$ cat src/rtl/spectrum_pkg.sv
`timescale 1ns/1ps
// Shared definitions for the spectrum frame path (assembler and VGA controller).
// Latency: n/a (constants and types only).
// Backpressure: n/a.
package spectrum_pkg;

    localparam int         NUM_BINS  = 64;
    localparam int         BIN_W     = $clog2(NUM_BINS);
    localparam logic [7:0] SYNC_BYTE = 8'hFF;

    typedef enum logic [1:0] {
        HUNT    = 2'd0,
        COLLECT = 2'd1,
        COMMIT  = 2'd2
    } state_t;

endpackage

$ cat src/rtl/bin_ram_2p.sv
`timescale 1ns/1ps
// Two-bank magnitude store: bank select in the address MSB, one write and one read port.
// Latency: write lands at the clock edge; rd_dat is registered, one cycle after rd_addr.
// Backpressure: none; both ports accept an access every cycle.
//
// Ports: cclk/reset (async, active high, clears only the read register),
//        wr_en/wr_addr/wr_dat write port, rd_addr/rd_dat registered read port.
module bin_ram_2p
    import spectrum_pkg::*;
#(
    parameter int BW = BIN_W
) (
    input  logic          cclk,
    input  logic          reset,
    input  logic          wr_en,
    input  logic [BW:0]   wr_addr,
    input  logic [7:0]    wr_dat,
    input  logic [BW:0]   rd_addr,
    output logic [7:0]    rd_dat
);

    logic [7:0] mem [0:(2**(BW+1))-1];

    // Array is left unreset so the tools can map it onto block RAM.
    always_ff @(posedge cclk) begin
        if (wr_en) begin
            mem[wr_addr] <= wr_dat;
        end
    end

    always_ff @(posedge cclk or posedge reset) begin
        if (reset) begin
            rd_dat <= 8'd0;
        end else begin
            rd_dat <= mem[rd_addr];
        end
    end

endmodule

$ cat src/rtl/spectrum_frame_assembler.sv
`timescale 1ns/1ps
// Rebuilds sync-delimited spectrum frames into a back buffer and swaps them atomically to the front.
// Latency: rd_mag one cycle after rd_bin; a frame is visible two cycles after its COMMIT cycle.
// Backpressure: none; a byte is accepted on every rx_valid cycle in every state.
//
// Ports: cclk, reset (async, active high); rx_data/rx_valid byte stream in;
//        rd_bin -> rd_mag registered front-buffer read; frame_valid (sticky),
//        frame_ready (commit pulse), frame_count (wrapping), err_count (saturating).
module spectrum_frame_assembler
    import spectrum_pkg::*;
#(
    parameter int         NUM_BINS       = spectrum_pkg::NUM_BINS,
    parameter logic [7:0] SYNC_BYTE      = spectrum_pkg::SYNC_BYTE,
    parameter int         TIMEOUT_CYCLES = 10000
) (
    input  logic                        cclk,
    input  logic                        reset,
    input  logic [7:0]                  rx_data,
    input  logic                        rx_valid,
    input  logic [$clog2(NUM_BINS)-1:0] rd_bin,
    output logic [7:0]                  rd_mag,
    output logic                        frame_valid,
    output logic                        frame_ready,
    output logic [7:0]                  frame_count,
    output logic [7:0]                  err_count
);

    localparam int BW = $clog2(NUM_BINS);
    localparam int TW = $clog2(TIMEOUT_CYCLES + 1);

    state_t          state, state_nxt;
    logic [BW-1:0]   idx, idx_nxt;
    logic [TW-1:0]   tmo, tmo_nxt;
    logic            front_sel;
    logic            wr_en;
    logic            err_inc;
    logic            is_sync;

    assign is_sync     = (rx_data == SYNC_BYTE);
    assign frame_ready = (state == COMMIT);

    always_ff @(posedge cclk or posedge reset) begin
        if (reset) begin
            state       <= HUNT;
            idx         <= '0;
            tmo         <= '0;
            front_sel   <= 1'b0;
            frame_count <= 8'd0;
            err_count   <= 8'd0;
            frame_valid <= 1'b0;
        end else begin
            state <= state_nxt;
            idx   <= idx_nxt;
            tmo   <= tmo_nxt;
            if (state == COMMIT) begin
                front_sel   <= ~front_sel;
                frame_count <= frame_count + 8'd1;
                frame_valid <= 1'b1;
            end
            if (err_inc && (err_count != 8'hFF)) begin
                err_count <= err_count + 8'd1;
            end
        end
    end

    always_comb begin
        state_nxt = state;
        idx_nxt   = idx;
        tmo_nxt   = tmo;
        wr_en     = 1'b0;
        err_inc   = 1'b0;
        case (state)
            // COMMIT lasts one cycle and applies HUNT rules to any byte in it,
            // so a sync arriving right behind the last bin is not lost.
            HUNT, COMMIT: begin
                state_nxt = HUNT;
                if (rx_valid && is_sync) begin
                    state_nxt = COLLECT;
                    idx_nxt   = '0;
                    tmo_nxt   = '0;
                end
            end
            COLLECT: begin
                if (rx_valid) begin
                    tmo_nxt = '0;
                    if (is_sync) begin
                        // Early resync: restart the frame in place, stale bins get overwritten.
                        err_inc = 1'b1;
                        idx_nxt = '0;
                    end else begin
                        wr_en   = 1'b1;
                        idx_nxt = idx + BW'(1);
                        if (idx == BW'(NUM_BINS - 1)) begin
                            state_nxt = COMMIT;
                        end
                    end
                end else if (tmo == TW'(TIMEOUT_CYCLES - 1)) begin
                    // This idle cycle is number TIMEOUT_CYCLES since the last byte.
                    state_nxt = HUNT;
                    err_inc   = 1'b1;
                    tmo_nxt   = '0;
                end else begin
                    tmo_nxt = tmo + TW'(1);
                end
            end
            default: begin
                state_nxt = HUNT;
            end
        endcase
    end

    // Writes always go to the bank not being displayed; reads come from the displayed one.
    bin_ram_2p #(
        .BW (BW)
    ) u_ram (
        .cclk    (cclk),
        .reset   (reset),
        .wr_en   (wr_en),
        .wr_addr ({~front_sel, idx}),
        .wr_dat  (rx_data),
        .rd_addr ({front_sel, rd_bin}),
        .rd_dat  (rd_mag)
    );

endmodule

$ cat config.mk
export PLATFORM = sky130hd
export DESIGN_NAME = spectrum_frame_assembler
export DESIGN_NICKNAME = d
export VERILOG_FILES = /design/src/rtl/spectrum_pkg.sv /design/src/rtl/bin_ram_2p.sv /design/src/rtl/spectrum_frame_assembler.sv
export SDC_FILE = /design/constraint.sdc
export NUM_CORES = 1
export LEC_CHECK = 0
export CAP_MARGIN = 25
export CELL_PAD_IN_SITES_DETAIL_PLACEMENT = 0
export CELL_PAD_IN_SITES_GLOBAL_PLACEMENT = 1
export CORE_MARGIN = 3
export CORE_UTILIZATION = 45
export DETAILED_ROUTE_END_ITERATION = 16
export HOLD_SLACK_MARGIN = 0.15
export MAX_ROUTING_LAYER = met4
export PLACE_DENSITY_LB_ADDON = 0.1
export SYNTH_ARGS = -nofsm -noshare
export SYNTH_HDL_FRONTEND = slang
export SYNTH_HIERARCHICAL = 1
export SYNTH_SLANG_ARGS = --single-unit
$ cat constraint.sdc
create_clock -name cclk -period 5.75 [get_ports cclk]
set_clock_uncertainty 0.2 [all_clocks]
set_input_delay 0.575 -clock cclk [delete_from_list [all_inputs] [get_ports cclk]]
set_output_delay 0.575 -clock cclk [all_outputs]
set_load 0.02 [all_outputs]
==> impl_metrics.tcl <==
set metrics [dict create \
    cts_root_buffer "clkbuf_16" \
    ys_types 49 \
    cts.sinks 1072 \
    drive_gt1_share_pct 27.2 \
    initial_core_util_pct 45.6 \
    final_common_cell "edfxtp_1" \
    cp_data_arrival_time_ns 4.06 \
    p_per_area_nw_per_um2 345 \
    status "finished, final reports clean" \
    finalMaxSlewViolations 0 \
    async_reset_ff_share_pct 4.48 \
    grtUsageMet3_pct 4.22 \
    critPathMaxFanout 17 \
    setup_violations 0 \
    min_from "rx_data[0]" \
    ys_seq_elements 1072 \
    syn_inst 1861 \
    min_path_type "in -> reg" \
    grt_pass1_wl_mm 149 \
    end_kind "flop" \
    final_cell_mix "edfxtp_1, mux4_2, nor2_1" \
    grt_pass1_vias 20000 \
    synth.avg_cell_area_um2 22.5 \
    grt_max_degree 129 \
    syn_nets 1883 \
    nFillCells 7323 \
    grt_antenna_before_repair 10 \
    dieWidth_um 311 \
    place.gp.congestion 0.773 \
    cts_buffers 111 \
    io_pins 43 \
    multi_input_area_um2 9480 \
    rr_startpoint "front_sel$_DFFE_PP0P_" \
    post-route-drc-count 0 \
    yosys.area.top_type_share_pct 73.4 \
    post-place-ws_ns 1.61 \
    r2r_cells 4 \
    final_area_um2 47400 \
    h-tree-depth 3 \
    yosysTopAreaCell "edfxtp_1" \
    met2_usage_pct 34.1 \
    seq_area_um2 32000 \
    wl_per_cell_um 31.3 \
    hold_depth 1 \
    final.min_clock_period_ns 3.97 \
    use_met1_pct 31.0 \
    setup_tns_ns 0 \
    max_freq_mhz 252 \
    max_cap_viol_count 0 \
    post-route-util_pct 51.6 \
    r2r_slack_ns 1.78 \
    area_growth_pct 13.2 \
    vdd_ir_drop_max_v 0.000257 \
    cts_tree "built" \
    setup_slack_ns 1.78 \
    synth_ff_type "edfxtp_1" \
    nets 2005 \
    postRouteAntennaNets 0 \
    clock_latency_ns 0.67 \
    ys_warn_count 6 \
    final_hold_viol_count 0 \
    clockBufferDepth 3 \
    critPathKind "reg -> reg" \
    dp_hpwl_mm 63.2 \
    startpoint_type "flop" \
    port-buffer-count 42 \
    grt_remaining_overflow 0 \
    synth-seq-area-share_pct 76.2 \
    die_h_um 311 \
    place_area_um2 44000 \
    vias_per_cell 5.93 \
    globalRoute.busiestLayer "met2" \
    reg2reg_to "u_ram/mem[26][3]$_DFFE_PP_" \
    cp.required_ns 5.84 \
    drtIter0Drc 1805 \
    via_count 19600 \
    rows 111 \
    tightest_slew_ns 1.04 \
    wl_mm 104 \
    leakagePower_nw 14.7 \
    hold_end "u_ram/mem[34][0]$_DFFE_PP_" \
    core_area_um2 91900 \
    cts.reportedPaths.clkPinSlew_ns 0.06 \
    relSlewSlack_pct 30.4 \
    dieArea_um2 96800 \
    first_pass_iters 5 \
    synth_edf_count 1024 \
    period_share_pct 69.1 \
    yosys-top-cells-area "edfxtp_1, mux4_2, dfrtp_1" \
    syn_area_um2 41900 \
    grt_use_total_pct 22.3 \
    rsz0062_at_grt "false" \
]
-- timing repair --
action	CTS	global route
gates resized for setup	0	0
hold endpoints to repair	80	0
setup buffers	0	0
hold buffers	6	0
-- synthesized netlist by cell type (all sizes together), types with 2 or more instances --
cell type and n:
edfxtp 1024, mux4 336, nor2 129, buf 54, dfrtp 48, clkbuf 44, nand2 39, nand3 25
nor3 16, o21ai 15, a31oi 11, xor2 11, mux2 10, nand4 10, inv 9, nor2b 9
a22o 6, nor4 6, xnor2 6, and3 5, and4 5, ha 5, nand2b 5, or2 4
a21oi 3, a41oi 3, nand3b 3, o211ai 3, and2 2, nor4b 2, o22ai 2, o31ai 2
o41ai 2, or4 2
-- metrics by stage --
step	hold slack, ns	power, mW	cells
global route	0.190	16.9	3315
global placement	0.254	9.78	3103
finish	0.189	16.4	3315
detailed placement	0.257	9.79	3105
floorplan	0.191	9.33	1861
CTS	0.166	16.6	3311
-- metal layers --
layer	vias to the layer above	wire length [um]
met2	665	50200
met3	146	7140
met1	10700	43900
met4	0	2480
met5	-	0
li1	8121	-
-- flip-flops by register name, summed over array words and instances, names as in the netlist --
signal	flops
u_ram/mem	1024
tmo	14
err_count	8
frame_count	8
u_ram/rd_dat	8
idx	6
state	2
frame_valid	1
front_sel	1
-- final cells by class --
class                   instances  area share, %
flip-flops and latches       1072           67.4
diodes                          2         0.0106
clock inverters                51          0.931
multi-input cells             682           20.0
well taps                    1243           3.28
clock buffers                 149           6.22
repair buffers                107           2.15
inverters                       9         0.0712
-- kinds of logic (layout without fill, tap and decap cells) --
family,after synthesis,count (layout),share of synthesized area [%]
AO/OA/AOI/OAI,50,50,0.827
XOR/XNOR,17,17,0.355
adder cells (fa/ha/maj),5,5,0.149
buffers and inverters,107,316,1.14
flip-flops,1072,1072,76.2
multiplexers,346,346,18.3
other,0,2,0
AND/OR/NAND/NOR,264,264,2.96
-- report_power, final --
part | total [mW] | switching, mW | internal [mW]
combinational | 0.923 | 0.551 | 0.371
sequential | 8.69 | 0.0942 | 8.59
clock | 6.77 | 2.88 | 3.89
-- worst max-delay path: stages, from the launching register on --
cell	delay (ns)
dfrtp_1	1.01
inv_1	0.49
nor2_1	0.60
nand3_1	0.47
nor2_1	0.81
-- how the worst max path moves through the flow --
stage | end | slack (ns) | cells past startpoint | start
6_report | u_ram/mem[26][3]$_DFFE_PP_ | 1.78 | 4 | front_sel$_DFFE_PP0P_
5_1_grt | u_ram/mem[26][4]$_DFFE_PP_ | 1.54 | 4 | front_sel$_DFFE_PP0P_
4_1_cts | u_ram/mem[29][1]$_DFFE_PP_ | 1.70 | 4 | front_sel$_DFFE_PP0P_
3_5_place_dp | u_ram/mem[94][0]$_DFFE_PP_ | 1.61 | 7 | rx_valid
3_3_place_gp | u_ram/mem[70][3]$_DFFE_PP_ | 1.62 | 7 | rx_valid
2_1_floorplan | u_ram/rd_dat[0]$_DFF_PP0_ | 2.49 | 6 | rd_bin[0]
Power figures use the tool's default switching activity.
